## config.mk

```make
export PLATFORM = sky130hd
export DESIGN_NAME = openram_testchip_ctrl_flat
export DESIGN_NICKNAME = d
export VERILOG_FILES = /design/src/rtl/openram_testchip_pkg.sv /design/src/rtl/openram_testchip_ctrl_if.sv /design/src/rtl/openram_testchip_outscan.sv /design/src/rtl/openram_testchip_ctrl.sv /design/src/flat_wrapper.sv
export SDC_FILE = /design/constraint.sdc
export NUM_CORES = 1
export LEC_CHECK = 0
export ABC_CLOCK_PERIOD_IN_PS = 4770
export CELL_PAD_IN_SITES_DETAIL_PLACEMENT = 1
export CELL_PAD_IN_SITES_GLOBAL_PLACEMENT = 1
export CORE_AREA = 2 2 256 258
export CTS_CLUSTER_DIAMETER = 150
export DETAILED_ROUTE_END_ITERATION = 8
export DIE_AREA = 0 0 258 260
export GPL_ROUTABILITY_DRIVEN = 0
export PLACE_DENSITY_LB_ADDON = 0.1
export SYNTH_ARGS = -nofsm -noshare
export SYNTH_HDL_FRONTEND = slang
export SYNTH_SLANG_ARGS = --single-unit
```

## constraint.sdc

```tcl
create_clock -name la_clk -period 4.77 [get_ports la_clk]
set_input_delay 0.954 -clock la_clk [delete_from_list [all_inputs] [get_ports la_clk]]
set_output_delay 0.954 -clock la_clk [all_outputs]
set_load 0.005 [all_outputs]
```

## src/rtl/openram_testchip_pkg.sv

```systemverilog
// OpenRAM test-chip shared types: packet layout, select codes, FSM states.
// Optional 64-bit SRAM5 is enabled with the SRAM5_EN macro.
package openram_testchip_pkg;

  localparam int PKT_W  = 112;
  localparam int DATA_W = 32;

  // Field order matches the packet bit positions, MSB first
  typedef struct packed {
    logic [3:0]  sel;
    logic [15:0] addr0;
    logic [31:0] din0;
    logic        csb0;
    logic        web0;
    logic [3:0]  wmask0;
    logic [15:0] addr1;
    logic [31:0] din1;
    logic        csb1;
    logic        web1;
    logic [3:0]  wmask1;
  } pkt_t;

  localparam logic [3:0] SEL_SRAM0 = 4'd0;
  localparam logic [3:0] SEL_SRAM1 = 4'd1;
  localparam logic [3:0] SEL_SRAM2 = 4'd2;
  localparam logic [3:0] SEL_SRAM3 = 4'd3;
  localparam logic [3:0] SEL_SRAM4 = 4'd4;
  localparam logic [3:0] SEL_SRAM5 = 4'd5;

  localparam logic [1:0] ST_IDLE    = 2'd0;
  localparam logic [1:0] ST_ISSUE   = 2'd1;
  localparam logic [1:0] ST_WAIT    = 2'd2;
  localparam logic [1:0] ST_CAPTURE = 2'd3;

  localparam logic [54:0] DUAL_OFF = {2'b11, 44'd0, 1'b1, 8'd0};

  function automatic logic [54:0] dual_conn(pkt_t p);
    return {p.csb0, p.web0, p.wmask0, p.addr0[7:0],
            p.din0, p.csb1, p.addr1[7:0]};
  endfunction

endpackage

```

## src/rtl/openram_testchip_ctrl_if.sv

```systemverilog
// Host-side bundle: LA/GPIO packet load, issue, and result readout.
interface openram_testchip_ctrl_if;
  import openram_testchip_pkg::*;

  logic              in_select;
  logic              la_in_load;
  logic              gpio_in_scan;
  logic              la_sram_load;
  logic              gpio_sram_load;
  logic              gpio_out_scan;
  logic              gpio_bit;
  logic [PKT_W-1:0]  la_bits;
  logic [DATA_W-1:0] la_data0;
  logic [DATA_W-1:0] la_data1;
  logic              gpio_data0;
  logic              gpio_data1;

  modport master (
    output in_select, la_in_load, gpio_in_scan,
    output la_sram_load, gpio_sram_load, gpio_out_scan,
    output gpio_bit, la_bits,
    input  la_data0, la_data1, gpio_data0, gpio_data1
  );

  modport slave (
    input  in_select, la_in_load, gpio_in_scan,
    input  la_sram_load, gpio_sram_load, gpio_out_scan,
    input  gpio_bit, la_bits,
    output la_data0, la_data1, gpio_data0, gpio_data1
  );

endinterface

```

## src/rtl/openram_testchip_outscan.sv

```systemverilog
// Result word shift copy: load wins over shift, zeros fill from the LSB.
module openram_testchip_outscan
  import openram_testchip_pkg::*;
(
  input  logic              clk,
  input  logic              reset,
  input  logic              load,
  input  logic              shift,
  input  logic [DATA_W-1:0] d,
  output logic              msb
);

  logic [DATA_W-1:0] q;

  always_ff @(posedge clk) begin
    if (reset)      q <= '0;
    else if (load)  q <= d;
    else if (shift) q <= {q[DATA_W-2:0], 1'b0};
  end

  assign msb = q[DATA_W-1];

endmodule

```

## src/rtl/openram_testchip_ctrl.sv

```systemverilog
// OpenRAM test-chip controller: packet capture, one-shot SRAM access, readout.
// Define SRAM5_EN to add the 64-bit SRAM5 port pair (sel=5).
module openram_testchip_ctrl
  import openram_testchip_pkg::*;
(
  input  logic              la_clk,
  input  logic              reset,
  openram_testchip_ctrl_if.slave host,
  input  logic [DATA_W-1:0] sram0_rw_in,
  input  logic [DATA_W-1:0] sram0_ro_in,
  input  logic [DATA_W-1:0] sram1_rw_in,
  input  logic [DATA_W-1:0] sram1_ro_in,
  input  logic [DATA_W-1:0] sram2_rw_in,
  input  logic [DATA_W-1:0] sram3_rw_in,
  input  logic [DATA_W-1:0] sram4_rw_in,
  output logic [54:0]       sram0_connections,
  output logic [54:0]       sram1_connections,
  output logic [47:0]       sram2_connections,
  output logic [45:0]       sram3_connections,
  output logic [46:0]       sram4_connections
`ifdef SRAM5_EN
  ,
  input  logic [63:0]       sram5_rw_in,
  output logic [82:0]       sram5_connections
`endif
);

  logic [PKT_W-1:0]  pkt_q;
  pkt_t              p;
  logic [1:0]        state;
  logic [3:0]        sel_q;
  logic              issue;
  logic              start;
  logic              capture;
  logic [DATA_W-1:0] cap0;
  logic [DATA_W-1:0] cap1;

  assign p       = pkt_t'(pkt_q);
  assign issue   = host.in_select ? host.gpio_sram_load
                                  : host.la_sram_load;
  assign start   = (state == ST_IDLE) && issue;
  assign capture = (state == ST_CAPTURE);

  always_ff @(posedge la_clk) begin
    if (reset)
      pkt_q <= '0;
    else if (!host.in_select && host.la_in_load)
      pkt_q <= host.la_bits;
    else if (host.in_select && host.gpio_in_scan)
      pkt_q <= {pkt_q[PKT_W-2:0], host.gpio_bit};
  end

  always_ff @(posedge la_clk) begin
    if (reset) begin
      state <= ST_IDLE;
      sel_q <= '0;
    end else begin
      unique case (state)
        ST_IDLE: if (issue) begin
          state <= ST_ISSUE;
          sel_q <= p.sel;
        end
        ST_ISSUE: state <= ST_WAIT;
        ST_WAIT:  state <= ST_CAPTURE;
        default:  state <= ST_IDLE;
      endcase
    end
  end

  // Pins idle every cycle except the single one after an accepted issue
  always_ff @(posedge la_clk) begin
    sram0_connections <= DUAL_OFF;
    sram1_connections <= DUAL_OFF;
    sram2_connections <= {2'b11, 46'd0};
    sram3_connections <= {2'b11, 44'd0};
    sram4_connections <= {2'b11, 45'd0};
`ifdef SRAM5_EN
    sram5_connections <= {2'b11, 81'd0};
`endif
    if (!reset && start) begin
      case (p.sel)
        SEL_SRAM0: sram0_connections <= dual_conn(p);
        SEL_SRAM1: sram1_connections <= dual_conn(p);
        SEL_SRAM2: sram2_connections <=
          {p.csb0, p.web0, p.wmask0, p.addr0[9:0], p.din0};
        SEL_SRAM3: sram3_connections <=
          {p.csb0, p.web0, p.wmask0, p.addr0[7:0], p.din0};
        SEL_SRAM4: sram4_connections <=
          {p.csb0, p.web0, p.wmask0, p.addr0[8:0], p.din0};
`ifdef SRAM5_EN
        SEL_SRAM5: sram5_connections <=
          {p.csb0, p.web0, p.wmask1, p.wmask0,
           p.addr0[8:0], p.din1, p.din0};
`endif
        default: ;
      endcase
    end
  end

  always_comb begin
    cap0 = '0;
    cap1 = '0;
    case (sel_q)
      SEL_SRAM0: begin cap0 = sram0_rw_in; cap1 = sram0_ro_in; end
      SEL_SRAM1: begin cap0 = sram1_rw_in; cap1 = sram1_ro_in; end
      SEL_SRAM2: cap0 = sram2_rw_in;
      SEL_SRAM3: cap0 = sram3_rw_in;
      SEL_SRAM4: cap0 = sram4_rw_in;
`ifdef SRAM5_EN
      SEL_SRAM5: begin
        cap0 = sram5_rw_in[31:0];
        cap1 = sram5_rw_in[63:32];
      end
`endif
      default: ;
    endcase
  end

  always_ff @(posedge la_clk) begin
    if (reset) begin
      host.la_data0 <= '0;
      host.la_data1 <= '0;
    end else if (capture) begin
      host.la_data0 <= cap0;
      host.la_data1 <= cap1;
    end
  end

  openram_testchip_outscan u_scan0 (
    .clk   (la_clk),
    .reset (reset),
    .load  (capture),
    .shift (host.gpio_out_scan),
    .d     (cap0),
    .msb   (host.gpio_data0)
  );

  openram_testchip_outscan u_scan1 (
    .clk   (la_clk),
    .reset (reset),
    .load  (capture),
    .shift (host.gpio_out_scan),
    .d     (cap1),
    .msb   (host.gpio_data1)
  );

endmodule

```

## src/flat_wrapper.sv

```systemverilog
// flat-port wrapper written by rule: the top's interface ports become plain ports
module openram_testchip_ctrl_flat import openram_testchip_pkg::*;
  (la_clk, reset, sram0_rw_in, sram0_ro_in, sram1_rw_in, sram1_ro_in, sram2_rw_in, sram3_rw_in, sram4_rw_in, sram0_connections, sram1_connections, sram2_connections, sram3_connections, sram4_connections, host_in_select, host_la_in_load, host_gpio_in_scan, host_la_sram_load, host_gpio_sram_load, host_gpio_out_scan, host_gpio_bit, host_la_bits, host_la_data0, host_la_data1, host_gpio_data0, host_gpio_data1);
  openram_testchip_ctrl_if host_i ();
  input  logic la_clk;
  input  logic reset;
  input  logic [DATA_W-1:0] sram0_rw_in;
  input  logic [DATA_W-1:0] sram0_ro_in;
  input  logic [DATA_W-1:0] sram1_rw_in;
  input  logic [DATA_W-1:0] sram1_ro_in;
  input  logic [DATA_W-1:0] sram2_rw_in;
  input  logic [DATA_W-1:0] sram3_rw_in;
  input  logic [DATA_W-1:0] sram4_rw_in;
  output logic [54:0] sram0_connections;
  output logic [54:0] sram1_connections;
  output logic [47:0] sram2_connections;
  output logic [45:0] sram3_connections;
  output logic [46:0] sram4_connections;
  input wire logic [$bits(host_i.in_select)-1:0] host_in_select;
  input wire logic [$bits(host_i.la_in_load)-1:0] host_la_in_load;
  input wire logic [$bits(host_i.gpio_in_scan)-1:0] host_gpio_in_scan;
  input wire logic [$bits(host_i.la_sram_load)-1:0] host_la_sram_load;
  input wire logic [$bits(host_i.gpio_sram_load)-1:0] host_gpio_sram_load;
  input wire logic [$bits(host_i.gpio_out_scan)-1:0] host_gpio_out_scan;
  input wire logic [$bits(host_i.gpio_bit)-1:0] host_gpio_bit;
  input wire logic [$bits(host_i.la_bits)-1:0] host_la_bits;
  output wire logic [$bits(host_i.la_data0)-1:0] host_la_data0;
  output wire logic [$bits(host_i.la_data1)-1:0] host_la_data1;
  output wire logic [$bits(host_i.gpio_data0)-1:0] host_gpio_data0;
  output wire logic [$bits(host_i.gpio_data1)-1:0] host_gpio_data1;
  assign host_i.in_select = host_in_select;
  assign host_i.la_in_load = host_la_in_load;
  assign host_i.gpio_in_scan = host_gpio_in_scan;
  assign host_i.la_sram_load = host_la_sram_load;
  assign host_i.gpio_sram_load = host_gpio_sram_load;
  assign host_i.gpio_out_scan = host_gpio_out_scan;
  assign host_i.gpio_bit = host_gpio_bit;
  assign host_i.la_bits = host_la_bits;
  assign host_la_data0 = host_i.la_data0;
  assign host_la_data1 = host_i.la_data1;
  assign host_gpio_data0 = host_i.gpio_data0;
  assign host_gpio_data1 = host_i.gpio_data1;
  openram_testchip_ctrl u_core (.la_clk(la_clk), .reset(reset), .host(host_i), .sram0_rw_in(sram0_rw_in), .sram0_ro_in(sram0_ro_in), .sram1_rw_in(sram1_rw_in), .sram1_ro_in(sram1_ro_in), .sram2_rw_in(sram2_rw_in), .sram3_rw_in(sram3_rw_in), .sram4_rw_in(sram4_rw_in), .sram0_connections(sram0_connections), .sram1_connections(sram1_connections), .sram2_connections(sram2_connections), .sram3_connections(sram3_connections), .sram4_connections(sram4_connections));
endmodule
```

==> metrics.md, run 1 <==
| Metric | Value |
|---|---|
| Total power | 0.0102 W |
| Dpl hpwl | about 50000 µm |
| Post-synth EDFFs | 0 |
| Pin count of the biggest net entering global routing | 134 |
| H-tree level count | 2 |
| Commonest cells in the netlist | 497 x dfxtp_1, 216 x and2_1, 214 x a21oi_1 |
| Avg Vias per Cell | ~4.7 |
| Total grt overflow | 0 |
| Row Count | 93 |
| Wire per inst | 21.1 µm |
| CTS tree | built |
| YS warnings | 0 |
| Worst setup SP type | input pin |
| Critical path endpoint category | flip-flop |
| Comb pwr share | 13.4% |
| Count leader, synth | dfxtp_1 |
| I/O pin cnt | 662 |
| Multi-input logic area | 0.00752 mm² |
| Post-route setup slack | 1.82 ns |
| RSZ-0062 raised after global routing | false |
| Drt initial violations | 536 |
| Num CTS Buffers | 55 |
| Die ar. | 0.0671 mm² |
| Max_cap viols | 0 |
| Worst Path Max Fanout | 55 |
| Yosys reg bits | 497 |
| Hold Crit Class | reg2reg |
| DP Worst Slack | approximately 1.1 ns |
| Starting Density | 28.3% |
| Clk slew on worst S/H paths | 0.06 ns |
| Final WL | 70400 µm |
| Net Sw Frac | roughly a quarter |
| Top-area cell type share of the netlist area | 54.8% |
| First-pass GRT wire length | 102000 µm |
| Cell area power density | 373 mW/mm² |
| Tightest Pin Transition | 1.19 ns |
| Fin. Hold Viols | 0 |
| Layout area overhead | 50.6% |
| Clock buffer depth | 3 |
| Area contributors post-synth | dfxtp_1 55%, and2_1 7.4%, a21oi_1 5.9% |
| Fillcell total | slightly above 7000 |
| CTS sink count | approximately 500 |
| Layout cell share with drive strength beyond 1 | 8.71% |
| Antenna violations before repair | 28 |
| Port Buffer Count | between 600 and 700 |
| Syn Area/Cell | 9.93 µm² |
| Post-route insts no fill | 3339 |
| Die width | 258 µm |
| Cell area after placement | 0.0255 mm² |
| P_int | 0.00762 W |
| Postcts setup bufs | 0 |
| Critical path class | in2reg |
| Final Skew | 0.0191 ns |
| Asr flop ratio synth | 0% |
| GRT Util Overall | about 20% |
| Post-CTS Resized | 0 |
| Remaining DRCs | 0 |
| Period Utilization, post-route | 61.8% |
| Synthesized area | approximately 0.018 mm² |
| DRT antenna net count | 0 |
| CP arrival | about 3.5 ns |
| Final setup violation count | 0 |
| Final instance area | 0.0274 mm² |
| Clock share of power | 42.6% |
| Via count | approximately 16000 |
| Vias in the first global route | 16200 |
| Slew HR | 20.0% |
| Placed insts | 3224 |
| Netlist cell types | 47 |
| Die height | ~260 µm |
| Primary FF master, synth | dfxtp_1 |
| DR pass1 iterations | 5 |
| Core ar. | 0.0641 mm² |
| VDD IR max | 278 µV |
| Fin nets | 2774 |
| Hold buffers post-CTS | 0 |
| Mapped Nets | 2178 |
| Status | completed |
| LEAKAGE | 9.82 nW |
| Post-synthesis sequential area ratio | 54.8% |
| Post-Syn Instances | between 1500 and 2000 |
| Fin Setup TNS | 0 ns |
| Worst-Skew Late Latency | 0.61 ns |
| Sequential Area | 0.00995 mm² |
| Final Max Tran Viols | 0 |
| Psw | around 0.0026 W |
| Flop pwr share | around 44% |
| Root buffer cell | clkbuf_16 |
| Worst endpoint required time | 5.32 ns |
| Fin crit period | ~2.9 ns |
| Most area-hungry cell type in the Yosys netlist | dfxtp_1 |
| F_max | approximately 0.34 GHz |
==> placed cells by master, fill, tap and decap left out, drive strengths merged, types with 2 or more instances in the layout <==
cell type and instances:
o21ai 33, a221oi 21, ha 3, nor4b 5, clkinvlp 3, a211oi 10, o2bb2ai 30, mux2 32
nor2b 2, or3b 2, a21o 23, clkdlybuf4s50 659, a21oi 214, and2 241, inv 35, a22oi 109
and3b 3, a311oi 3, nand2b 66, a22o 9, nor4 4, bufinv 5, dfxtp 497, or2 32
mux2i 90, o221ai 9, or2b 2, nand2 163, nor2 43, buf 19, clkinv 13, clkbuf 78
diode 16, or3 3
==> layout make-up <==
| class | instances | share of cell area [%] |
|---|---|---|
| Sequential cell | 497 | 36.4 |
| Clock buffer | 77 | 5.74 |
| Inverter | 34 | 0.467 |
| Multi-Input combinational cell | 1159 | 27.5 |
| Timing Repair Buffer | 679 | 24.8 |
| Tap cell | 855 | 3.91 |
| Clock inverter | 22 | 1.08 |
| Antenna cell | 16 | 0.146 |
==> power by group through the flow <==
stage          clock network [W]  registers, W  logic [W]
2_1_floorplan                  0       0.00453   0.000716
3_5_place_dp                   0       0.00459    0.00140
3_3_place_gp                   0       0.00458    0.00137
4_1_cts                  0.00447       0.00450    0.00140
5_1_grt                  0.00465       0.00452    0.00151
6_report                 0.00435       0.00450    0.00137
==> cell families (layout without fill, tap and decap cells) <==
| group | Yosys count | after routing | share of synthesized area, % |
|---|---|---|---|
| buffers and inverters | 174 | 812 | 4.03 |
| adder cells (fa/ha/maj) | 3 | 3 | 0.207 |
| other | 0 | 16 | 0 |
| flip-flops | 497 | 497 | 54.8 |
| AND/OR/NAND/NOR | 569 | 569 | 17.7 |
| AO/OA/AOI/OAI | 465 | 465 | 16.3 |
| multiplexers | 122 | 122 | 6.94 |
==> final timing paths <==
check | start | to | slack (ns) | cells past startpoint
max | host_in_select | u_core.sram1_connections[52]$_SDFF_PN0_ | 1.82 | 6
max reg2reg | u_core.sel_q[1]$_SDFFE_PP0N_ | u_core.u_scan0.q[23]$_SDFFE_PP0P_ | 1.93 | 4
min reg2reg | u_core.host.la_data0[0]$_SDFFE_PP0P_ | u_core.host.la_data0[0]$_SDFFE_PP0P_ | 0.45 | 2
min | u_core.host.la_data0[0]$_SDFFE_PP0P_ | u_core.host.la_data0[0]$_SDFFE_PP0P_ | 0.45 | 2
==> flip-flops by register name, summed over array words and instances (netlist names) <==
register,flops
u_core.sram3_connections,46
u_core.p,112
u_core.host.la_data0,32
u_core.host.la_data1,32
u_core.u_scan1.q,32
u_core.state,2
u_core.u_scan0.q,32
u_core.sram2_connections,48
u_core.sram1_connections,55
u_core.sram0_connections,55
u_core.sel_q,4
u_core.sram4_connections,47
==> through the flow <==
| stage | hold slack (ns) | util, % |
|---|---|---|
| 4_1_cts | 0.449 | 42.6 |
| 5_1_grt | 0.480 | 42.7 |
| 2_1_floorplan | 0.436 | - |
| 3_5_place_dp | 0.440 | 39.7 |
| 6_report | 0.447 | 42.7 |
| 3_3_place_gp | 0.436 | 39.7 |
==> metal layers <==
metal	global-route usage (%)	share of wire, %	wire (µm)
met1	22.5	39	27700
met5	0	0.20	140
met2	35.9	51	35900
met3	5.76	6.6	4670
met4	7.08	2.8	2000
==> worst max-delay path: stages <==
cell and delay, ns:
clkdlybuf4s50_1 0.62, mux2i_1 0.18, nand2b_1 0.52, nor4_4 0.34, buf_4 0.60, and2_1 0.24
Note: power is estimated with default switching activity, not from simulation.
==> run 2, diff against run 1 <==
Settings changed: ABC_CLOCK_PERIOD_IN_PS 4770 to 2730, CORE_AREA 2 2 256 258 to unset, CORE_ASPECT_RATIO set to 0.6, CORE_UTILIZATION set to 33, DIE_AREA 0 0 258 260 to unset.
Clock period 4.77 ns to 2.73 ns, I/O delays scaled along.
==> run 2 against run 1 <==
- worst setup slack got worse by 1.5 ns
- non-clock buffer count increased by 19
- cell count decreased by 4.3%
- sequential power increased by 74%
- hold slack got worse by 0.071 ns
- register-to-register slack got worse by 1.6 ns
- critical path depth unchanged
- highest routed layer is now met4
==> metrics.md, run 2 (synthesis results as in run 1) <==
| Metric | Value |
|---|---|
| Max_cap viols | 0 |
| Critical path endpoint category | flip-flop |
| Post-route setup slack | 0.291 ns |
| Final Max Tran Viols | 0 |
| Num CTS Buffers | 47 |
| Die ar. | 0.0560 mm² |
| Clock share of power | between 30% and 40% |
| Total power | 0.0169 W |
| Core ar. | approximately 0.054 mm² |
| R2R setup slack | 0.29 ns |
| Root buffer cell | clkbuf_16 |
| Reg-to-reg endpoint | u_core.host.la_data1[26]$_SDFFE_PP0P_ |
| Pin count of the biggest net entering global routing | 110 |
| Period Utilization, post-route | 89.3% |
| Net Sw Frac | 25.9% |
| CP arrival | 2.93 ns |
| DR pass1 iterations | 5 |
| Hold Crit Class | in2reg |
| P_int | roughly 0.013 W |
| H-tree level count | 2 |
| Critical path class | reg2reg |
| Die width | ~300 µm |
| VDD IR max | 471 µV |
| CTS tree | built |
| Worst r2r src | u_core.state[0]$_SDFFE_PP0P_ |
| Most common cell after layout, fill and taps aside | clkdlybuf4s50_1 |
| DP Worst Slack | 0.0654 ns |
| Comb pwr share | 14.7% |
| Cell area power density | 625 mW/mm² |
| DRT antenna net count | 0 |
| CTS sink count | 497 |
| Remaining DRCs | 0 |
| Die height | 184 µm |
| Fillcell total | 5907 |
| CP Launch Point | u_core.state[0]$_SDFFE_PP0P_ |
| Worst-Skew Late Latency | 0.59 ns |
| Antenna violations before repair | 7 |
| Final WL | approximately 67000 µm |
| F_max | 0.410 GHz |
| Psw | 0.00439 W |
| Layout cell share with drive strength beyond 1 | 9.02% |
| Clock buffer depth | 3 |
| Tightest Pin Transition | 0.954 ns |
| GRT Util Overall | 22.7% |
| Avg Vias per Cell | around 5 |
| Slew HR | 36.3% |
| Reg2reg path depth | 6 |
| Placed insts | between 3000 and 4000 |
| Fin nets | 2785 |
| Postcts setup bufs | 0 |
| Total grt overflow | 0 |
| Commonest non-fill, non-tap cells in the layout | 659 x clkdlybuf4s50_1, 495 x dfxtp_1, 215 x and2_1 |
| RSZ-0062 raised after global routing | false |
| Fin. Hold Viols | 0 |
| Dpl hpwl | roughly 50000 µm |
| Post-route insts no fill | 3194 |
| Flop pwr share | 46.3% |
| Wire per inst | between 20 and 25 µm |
| Final setup violation count | 0 |
| Port Buffer Count | 661 |
| Layout area overhead | 49.2% |
| LEAKAGE | 9.80 nW |
| Worst Path Max Fanout | 61 |
| Row Count | 66 |
| Starting Density | around a third |
| Max reg flops | 112 |
| Fin crit period | 2.44 ns |
| First-pass GRT wire length | roughly 100000 µm |
| I/O pin cnt | 662 |
| Drt initial violations | about 770 |
| Clk slew on worst S/H paths | about 0.07 ns |
| Status | completed |
| Vias in the first global route | 15700 |
| Final hold slack | 0.376 ns |
| Worst endpoint required time | 3.22 ns |
| Final Skew | about 0.030 ns |
| Via count | 15500 |
| Fin Setup TNS | 0 ns |
| Capture point of the worst path | u_core.host.la_data1[26]$_SDFFE_PP0P_ |
| Worst setup SP type | flip-flop |
==> run 2: how the worst min path moves through the flow <==
stage / startpoint / endpoint / slack (ns) / depth (start not counted)
floorplan: u_core.u_scan1.q[0]$_SDFFE_PP0P_ / u_core.u_scan1.q[0]$_SDFFE_PP0P_ / 0.44 / 2
global placement: u_core.host.la_data0[0]$_SDFFE_PP0P_ / u_core.host.la_data0[0]$_SDFFE_PP0P_ / 0.43 / 2
detailed placement: u_core.host.la_data0[0]$_SDFFE_PP0P_ / u_core.host.la_data0[0]$_SDFFE_PP0P_ / 0.44 / 2
CTS: reset / u_core.p[111]$_SDFFE_PP0P_ / 0.34 / 2
global route: reset / u_core.p[111]$_SDFFE_PP0P_ / 0.36 / 2
finish: reset / u_core.p[111]$_SDFFE_PP0P_ / 0.38 / 2
==> run 2: layout make-up <==
class                   count  area [µm²]  area share [%]
flip-flops and latches    497        9950            36.7
diodes                      7        17.5          0.0646
clock buffers              66        1350            4.97
inverters                  34         128           0.471
multi-input cells        1159        7520            27.8
well taps                 714         893            3.30
clock inverters            19         215           0.794
repair buffers            698        7030            25.9
==> run 2: worst max-delay path, cell delays in order (launching register included) <==
cell     delay (ns)
dfxtp_1        0.41
ha_4           0.23
buf_4          0.53
nor4b_4        0.39
buf_4          0.41
nand2_1        0.20
a21oi_1        0.16
==> run 2: what timing repair did <==
action,CTS,global route
endpoints found under the setup margin,0,16
resized for setup,0,1
hold buffers,0,0
==> run 2: power by group through the flow <==
stage / clock network (W) / logic, W / registers [W]
2_1_floorplan: 0 / 0.00125 / 0.00791
3_3_place_gp: 0 / 0.00245 / 0.00798
3_5_place_dp: 0 / 0.00251 / 0.00800
4_1_cts: 0.00680 / 0.00252 / 0.00783
5_1_grt: 0.00712 / 0.00270 / 0.00788
6_report: 0.00661 / 0.00250 / 0.00783
==> run 2: metrics by stage <==
stage	instance area (µm²)	util, %
global route	27100	50.0
detailed placement	25500	47.1
global placement	25500	47.1
finish	27100	50.0
CTS	27100	49.9
floorplan	18200	-
==> run 2: routing by layer <==
metal | vias up | share of wire [%] | GRT usage, %
met5 | - | 0 | 0
li1 | 7475 | - | -
met4 | 0 | 1.7 | 5.03
met3 | 71 | 4.2 | 4.05
met1 | 7669 | 44 | 29.2
met2 | 321 | 50 | 39.8
==> run 3, diff against run 2 <==
Settings changed: GPL_ROUTABILITY_DRIVEN 0 to unset.
==> results of run 3 <==
The final DEF is identical to that of run 2; final timing and power are the same.
